**config.mk**
```make
export PLATFORM = sky130hd
export DESIGN_NAME = dmem_arbiter
export DESIGN_NICKNAME = d
export VERILOG_FILES = /design/src/rtl/dmem_arbiter.sv
export SDC_FILE = /design/constraint.sdc
export NUM_CORES = 1
export LEC_CHECK = 0
export ABC_AREA = 1
export BUFFER_PORTS_ARGS = -buffer_cell sky130_fd_sc_hd__buf_2
export CAP_MARGIN = 15
export CORE_AREA = 10 10 221 223
export CTS_CLUSTER_SIZE = 24
export DETAILED_ROUTE_END_ITERATION = 12
export DIE_AREA = 0 0 231 233
export SYNTH_ARGS = -nofsm -noshare
export SYNTH_HDL_FRONTEND = slang
export SYNTH_SLANG_ARGS = --single-unit
export TNS_END_PERCENT = 100
```
**constraint.sdc**
```tcl
create_clock -name clk -period 2.65 [get_ports clk]
set_input_delay 0.1325 -clock clk [delete_from_list [all_inputs] [get_ports clk]]
set_output_delay 0.1325 -clock clk [all_outputs]
set_load 0.01 [all_outputs]
```
**src/rtl/dmem_arbiter.sv**
```systemverilog
// -----------------------------------------------------------------------------
// dmem_arbiter
//
// Shares the single-port 64-bit data memory between the pipeline's EX/MEM
// stage (CPU port, single-beat, zero-cycle grant) and a DMA master that issues
// doubleword bursts with an auto-incrementing address. The memory port is
// driven combinationally from whichever requester owns the current cycle.
// cpu_stall freezes the pipeline whenever the CPU is requesting but locked out.
//
// Ports:
//   clk, reset          rising-edge clock, asynchronous active-low reset
//   cpu_req/we/addr/wdata   CPU access request (held until granted)
//   cpu_gnt, cpu_stall      access performed this cycle / pipeline freeze
//   cpu_rvalid, cpu_rdata   registered load return, one cycle after grant
//   dma_req/we/addr/len     burst request; we/addr/len sampled at acceptance
//   dma_wdata               write data for the beat currently granted
//   dma_gnt, dma_done       beat performed this cycle / last-beat pulse
//   dma_rvalid, dma_rdata   registered read-beat return
//   mem_addr/write_data/write/read   Data_Memory request side
//   mem_read_data           Data_Memory read data, valid in the same cycle
// -----------------------------------------------------------------------------
module dmem_arbiter #(
    parameter int STARVE_LIMIT = 4,
    parameter int CNT_W        = 3
) (
    input  logic        clk,
    input  logic        reset,

    input  logic        cpu_req,
    input  logic        cpu_we,
    input  logic [63:0] cpu_addr,
    input  logic [63:0] cpu_wdata,
    output logic        cpu_gnt,
    output logic        cpu_stall,
    output logic        cpu_rvalid,
    output logic [63:0] cpu_rdata,

    input  logic        dma_req,
    input  logic        dma_we,
    input  logic [63:0] dma_addr,
    input  logic [3:0]  dma_len,
    input  logic [63:0] dma_wdata,
    output logic        dma_gnt,
    output logic        dma_rvalid,
    output logic [63:0] dma_rdata,
    output logic        dma_done,

    output logic [63:0] mem_addr,
    output logic [63:0] mem_write_data,
    output logic        mem_write,
    output logic        mem_read,
    input  logic [63:0] mem_read_data
);

    typedef enum logic {
        IDLE  = 1'b0,
        BURST = 1'b1
    } state_t;

    localparam logic [CNT_W-1:0] STARVE_MAX = CNT_W'(STARVE_LIMIT);

    state_t           state_q,      state_d;
    logic [63:0]      base_q,       base_d;
    logic [3:0]       beat_q,       beat_d;
    logic [3:0]       last_q,       last_d;
    logic             we_l_q,       we_l_d;
    logic [CNT_W-1:0] starve_q,     starve_d;
    logic             cpu_rvalid_q, cpu_rvalid_d;
    logic [63:0]      cpu_rdata_q,  cpu_rdata_d;
    logic             dma_rvalid_q, dma_rvalid_d;
    logic [63:0]      dma_rdata_q,  dma_rdata_d;

    logic             dma_accept;
    logic             starve_full;
    logic [63:0]      burst_addr;

    assign starve_full = (starve_q == STARVE_MAX);
    assign burst_addr  = base_q + {57'd0, beat_q, 3'd0};

    // Arbitration and memory-port steering. Grants are gated with reset so the
    // memory port is quiet while reset is held, even if cpu_req is high.
    // NOTE: every signal gets a default before the case so no path leaves it
    // unassigned; otherwise synthesis infers a latch.
    always_comb begin
        cpu_gnt        = 1'b0;
        dma_gnt        = 1'b0;
        dma_accept     = 1'b0;
        dma_done       = 1'b0;
        mem_addr       = 64'd0;
        mem_write_data = 64'd0;
        mem_write      = 1'b0;
        mem_read       = 1'b0;

        case (state_q)
            IDLE: begin
                if (reset) begin
                    if (cpu_req && !(dma_req && starve_full)) begin
                        cpu_gnt = 1'b1;
                    end else if (dma_req) begin
                        dma_accept = 1'b1;
                    end
                end
            end
            BURST: begin
                dma_gnt  = 1'b1;
                dma_done = (beat_q == last_q);
            end
            default: ;
        endcase

        if (cpu_gnt) begin
            mem_addr       = cpu_addr;
            mem_write_data = cpu_wdata;
            mem_write      = cpu_we;
            mem_read       = ~cpu_we;
        end else if (dma_gnt) begin
            mem_addr       = burst_addr;
            mem_write_data = dma_wdata;
            mem_write      = we_l_q;
            mem_read       = ~we_l_q;
        end
    end

    assign cpu_stall = cpu_req & ~cpu_gnt;

    // Next-state for the burst sequencer, fairness counter and read returns.
    always_comb begin
        state_d  = state_q;
        base_d   = base_q;
        beat_d   = beat_q;
        last_d   = last_q;
        we_l_d   = we_l_q;
        starve_d = starve_q;

        if (cpu_gnt && dma_req && !starve_full) begin
            starve_d = starve_q + CNT_W'(1);
        end

        if (dma_accept) begin
            state_d  = BURST;
            base_d   = dma_addr;
            we_l_d   = dma_we;
            beat_d   = 4'd0;
            // A zero length is a one-beat burst.
            last_d   = (dma_len == 4'd0) ? 4'd0 : dma_len - 4'd1;
            starve_d = '0;
        end

        if (dma_gnt) begin
            if (dma_done) begin
                state_d = IDLE;
            end else begin
                beat_d = beat_q + 4'd1;
            end
        end

        // Read data is captured only on a granted read; otherwise rdata holds.
        cpu_rvalid_d = cpu_gnt & ~cpu_we;
        cpu_rdata_d  = cpu_rvalid_d ? mem_read_data : cpu_rdata_q;
        dma_rvalid_d = dma_gnt & ~we_l_q;
        dma_rdata_d  = dma_rvalid_d ? mem_read_data : dma_rdata_q;
    end

    // NOTE: state registers use non-blocking assignments so every flop samples
    // its _d value from before the edge, independent of statement order.
    always_ff @(posedge clk or negedge reset) begin
        if (!reset) begin
            state_q      <= IDLE;
            base_q       <= 64'd0;
            beat_q       <= 4'd0;
            last_q       <= 4'd0;
            we_l_q       <= 1'b0;
            starve_q     <= '0;
            cpu_rvalid_q <= 1'b0;
            cpu_rdata_q  <= 64'd0;
            dma_rvalid_q <= 1'b0;
            dma_rdata_q  <= 64'd0;
        end else begin
            state_q      <= state_d;
            base_q       <= base_d;
            beat_q       <= beat_d;
            last_q       <= last_d;
            we_l_q       <= we_l_d;
            starve_q     <= starve_d;
            cpu_rvalid_q <= cpu_rvalid_d;
            cpu_rdata_q  <= cpu_rdata_d;
            dma_rvalid_q <= dma_rvalid_d;
            dma_rdata_q  <= dma_rdata_d;
        end
    end

    assign cpu_rvalid = cpu_rvalid_q;
    assign cpu_rdata  = cpu_rdata_q;
    assign dma_rvalid = dma_rvalid_q;
    assign dma_rdata  = dma_rdata_q;

endmodule

```
# Word level (Yosys, flattened, before mapping)
# Index checks and enable logic that the tools add are counted.
# Widths: inputs -> output; s select.
# classes
add_sub_neg,4
eq_ne,2
mux,26
bitwise_logic,6
reduce_logical,8
# op_table
cell,n
$mux 64,4
$add 64x7->64,1
$mux 1,16
$mux 4,4
$mux 3,2
$add 4x1->4 const B,1
$eq 4x4->1,1
$logic_and 1x1->1,4
$logic_not 4->1,1
$sub 4x1->4 const B,1
$add 3x1->3 const B,1
$and 1x1->1,3
$eq 3x3->1 const B,1
$not 1->1,3
$logic_not 1->1,2
$reduce_bool 2->1,1
# totals
ff_bits,207
in_bits,330
output_inout_bits,264
elab_cells,56

# Logic depth before layout (Yosys ltp)
# logic_depth
ltp_word,11
ltp_mapped,12
depth_no_buf,12

# Worst setup path after synthesis
# OpenSTA, ideal clock, no wires.
# synth_path
path_kind,register -> output
from,register beat_q[0]
to,output port mem_addr[29]
arrival_ns,1.928
required_ns,2.518
setup_slack_ns,0.589
path_stages_with_launch,10
n_path_buf,0
path_cell_list,dfrtp_1 -> ha_1 -> fa_1 -> nand3_1 -> nand3_2 -> nand3_2 -> nor2_2 -> or2_2 -> nand3_1 -> nand2_1
# synth_via
elab_chain_cells,3
# synth_rtl
element,line,rtl
from (decl),64,"logic [3:0] beat_q, beat_d;"
from (signal assigned),181,beat_q <= beat_d;
$add 64x7->64,78,"assign burst_addr = base_q + {57'd0, beat_q, 3'd0};"
$mux 64,116,end else if (dma_gnt) begin
$mux 64,111,if (cpu_gnt) begin
to (decl),48,"output logic [63:0] mem_addr,"
# Every way passes these cells.

# Worst setup path in the final report
# layout_path
from,register base_q[3]
to,output port mem_addr[17]
# layout_via
elab_chain_cells,3
# layout_rtl
element,line,rtl
from (decl),63,"logic [63:0] base_q, base_d;"
from (signal assigned),180,base_q <= base_d;
$add 64x7->64,78,
$mux 64,116,
$mux 64,111,
# Every way passes these cells.

==> qor.csv <==
metric,value,unit
clk slew on worst S/H paths,60,ps
via density per instance,4.69,
crit path from,base_q[3],
switching pwr,8.63,mW
cell internal pwr,10.6,mW
WS Path Type,reg2out,
Setup TNS,-84.3,ps
"EDFF count, synth",0,
Max Clk Rate,0.372,GHz
Synth Area in Compound Gates,14.6,%
worst min-delay path category,in2async,
Sw Ratio,44.8,%
DR DRC count,0,
share of layout cells above drive strength 1,35.7,%
die area,53800,um2
total CTS buffers,27,
Crit path required time,2520,ps
WL/cell,20.7,um
worst-path maximum fanout,5,
area of the core,44100,um2
worst slew pin tran,964,ps
outcome,"finished, violations left",
CTS root buffer,clkbuf_16,
Post-Synth Adder-Cell Area,0.929,%
RSZ-0062 raised after global routing,true,
highest-count cells in the layout ignoring fill and taps,"buf_2, nand2_1, dfrtp_1",
first-pass GRT wire length,88.4,mm
Max Cap Viol,0,
vias in the first global route,14215,
VDD IR-drop max,719,uV
"commonest non-fill, non-tap cell in the layout",buf_2,
failing checks,setup timing,
Reg power frac,32.4,%
Reg-to-Reg End,last_q[1],
final wirelength,60.7,mm
hpwl dp,46.8,mm
mux cell area share after synthesis,0,%
DRT iter0 DRCs,906,
Die Wd,231,um
nets,2652,
final setup margin,-37.4,ps
fraction of registers with async set/reset,100,%
crit path time final,2690,ps
IO Pins,594,
Final period util,101,%
area delta synth->final,57.4,%
Synth Area per Inst,7.32,um2
Synth Flop Type,dfrtp_1,
crit path DAT,2550,ps
row count,77,
"Clk Latency, worst-skew pair",570,ps
CP endpoint,mem_addr[17],
Comb pwr share,48.2,%
Worst slew margin,35.8,%
DR vias,13740,
initial antenna violation count,6,
yosys warns,0,
"Core Util, Final",41.3,%
placed insts,2712,
Post-Synth XOR/XNOR Area,0.832,%
R2R Setup Slk,430,ps
Post-Synth Simple-Gate Area,30.8,%
Mapped Nets,1919,
Worst setup SP type,flop,
final std cells w/o fill,2927,
CTS H-tree depth,1,
initial core utilization,26.2,%
All-Layer GR Usage,21.0,%
Final Hold Fails,0,
largest net degree at the start of global routing,130,
die height,233,um
largest family of logic cells by synthesized area,simple AND/OR/NAND/NOR gates,
GRT overflow,0,
CTS sink count,207,
final setup fails,4,
skew final,22.6,ps
post-synthesis register bit count,207,
post-synth cell types,35,
Post-Synthesis Cells,1581,
register area share after synthesis,44.7,%
FF-to-FF path depth,10,
Buffers on Ports,593,
First-pass DRT Iterations,5,
CTS tree,built,
final-report max-slew violation count,0,
Post-DRT Antenna Nets,0,
clk buf depth,3,
clock network fraction of total power,19.4,%
gpl congestion,0.988,
Syn Std Cell Area,11600,um2
Critical Path End Type,primary output,
Pleak,9.54,nW
Reg-to-Reg Start,starve_q[0],
Power Dens Cells,1060,nW/um2
## cells by family after synthesis
kind of cell             count (synthesis)
adder cells (fa/ha/maj)                  8
AND/OR/NAND/NOR                        843
flip-flops                             207
XOR/XNOR                                11
AO/OA/AOI/OAI                          280
buffers and inverters                  232
## per-stage QoR
step                total power [mW]  setup WS [ps]  hold slack, ps  cell area, um2
CTS                             18.9          -90.2             104           17800
finish                          19.3          -37.4             121           18200
global placement                14.4            191           -12.6           15100
global route                    20.6           -118             116           18200
floorplan                       10.3            589            -163           11600
detailed placement              14.5            138           -13.9           15100
## repair_timing
| action | 4_1_cts | 5_1_grt |
|---|---|---|
| pin swaps | 22 | 41 |
| endpoints found under the hold margin | 268 | 0 |
| setup buffers | 15 | 8 |
| hold buffers | 140 | 0 |
| setup endpoints to repair | 86 | 56 |
| gates cloned | 2 | 1 |
| resized for setup | 66 | 81 |
## worst min path at each step
| stage | startpoint | to | depth (start not counted) |
|---|---|---|---|
| finish | reset | we_l_q | 2 |
| global route | reset | we_l_q | 2 |
| CTS | reset | we_l_q | 2 |
| detailed placement | reset | we_l_q | 1 |
| global placement | reset | we_l_q | 1 |
| floorplan | reset | base_q[0] | 0 |
## power groups by stage
| stage | logic [mW] | clock network (mW) | registers [mW] |
|---|---|---|---|
| 2_1_floorplan | 4.15 | 0 | 6.13 |
| 3_3_place_gp | 8.29 | 0 | 6.10 |
| 3_5_place_dp | 8.37 | 0 | 6.13 |
| 4_1_cts | 8.90 | 3.84 | 6.16 |
| 5_1_grt | 10.3 | 3.98 | 6.41 |
| 6_report | 9.29 | 3.74 | 6.25 |
## area by class of cell
| cell class | count | area, um2 |
|---|---|---|
| Antenna cell | 2 | 5.00 |
| Clock buffer | 39 | 791 |
| Clock inverter | 9 | 113 |
| Fill cell | 4503 | 25900 |
| Inverter | 161 | 619 |
| Multi-Input combinational cell | 1142 | 5880 |
| Sequential cell | 207 | 5210 |
| Tap cell | 592 | 741 |
| Timing Repair Buffer | 773 | 4850 |
| Timing Repair inverter | 2 | 12.5 |
## routing by layer
| layer | GRT usage (%) | vias to the layer above | share of wire, % |
|---|---|---|---|
| met1 | 26.2 | 6531 | 41 |
| met5 | 0 | - | 0.099 |
| li1 | - | 6536 | - |
| met3 | 5.93 | 77 | 8.1 |
| met2 | 35.1 | 586 | 48 |
| met4 | 5.61 | 10 | 2.8 |
## critical path, stage by stage, from the launching register on
cell     delay, ps
dfrtp_1        420
ha_4           180
fa_2           380
nand3_4         90
nand3_4        150
nand2_4        120
buf_6          110
nor2_4          60
buf_12         130
o21ai_4        140
nand2_1         60
buf_2          140
## Yosys cell counts, types with 3 or more instances
| cell type | instances | share of area [%] |
|---|---|---|
| nand3b_1 | 3 | 0.19 |
| buf_2 | 31 | 1.3 |
| clkbuf_1 | 35 | 1.1 |
| o21bai_1 | 12 | 0.78 |
| buf_4 | 3 | 0.19 |
| nand4_1 | 20 | 1.1 |
| xnor2_1 | 9 | 0.68 |
| a22o_1 | 69 | 5.2 |
| ha_1 | 7 | 0.76 |
| nor2_4 | 8 | 0.78 |
| nand3_1 | 84 | 3.6 |
| nor2_2 | 24 | 1.3 |
| o21ai_0 | 167 | 7.2 |
| or2_2 | 5 | 0.27 |
| nand2_2 | 14 | 0.76 |
| dfrtp_1 | 207 | 45 |
| nor2_1 | 93 | 3.0 |
| nor3_1 | 4 | 0.17 |
| nand3_2 | 4 | 0.35 |
| o21ai_1 | 15 | 0.65 |
| inv_1 | 154 | 5.0 |
| nand2_1 | 578 | 19 |
| a21oi_1 | 14 | 0.61 |
| inv_2 | 7 | 0.23 |
## state kept, by name, summed over array words and instances (netlist names)
name        count
state_q         1
base_q         64
beat_q          4
last_q          4
dma_rdata      64
we_l_q          1
dma_rvalid      1
starve_q        3
cpu_rvalid      1
cpu_rdata      64
(Power assumes the default switching activity.)
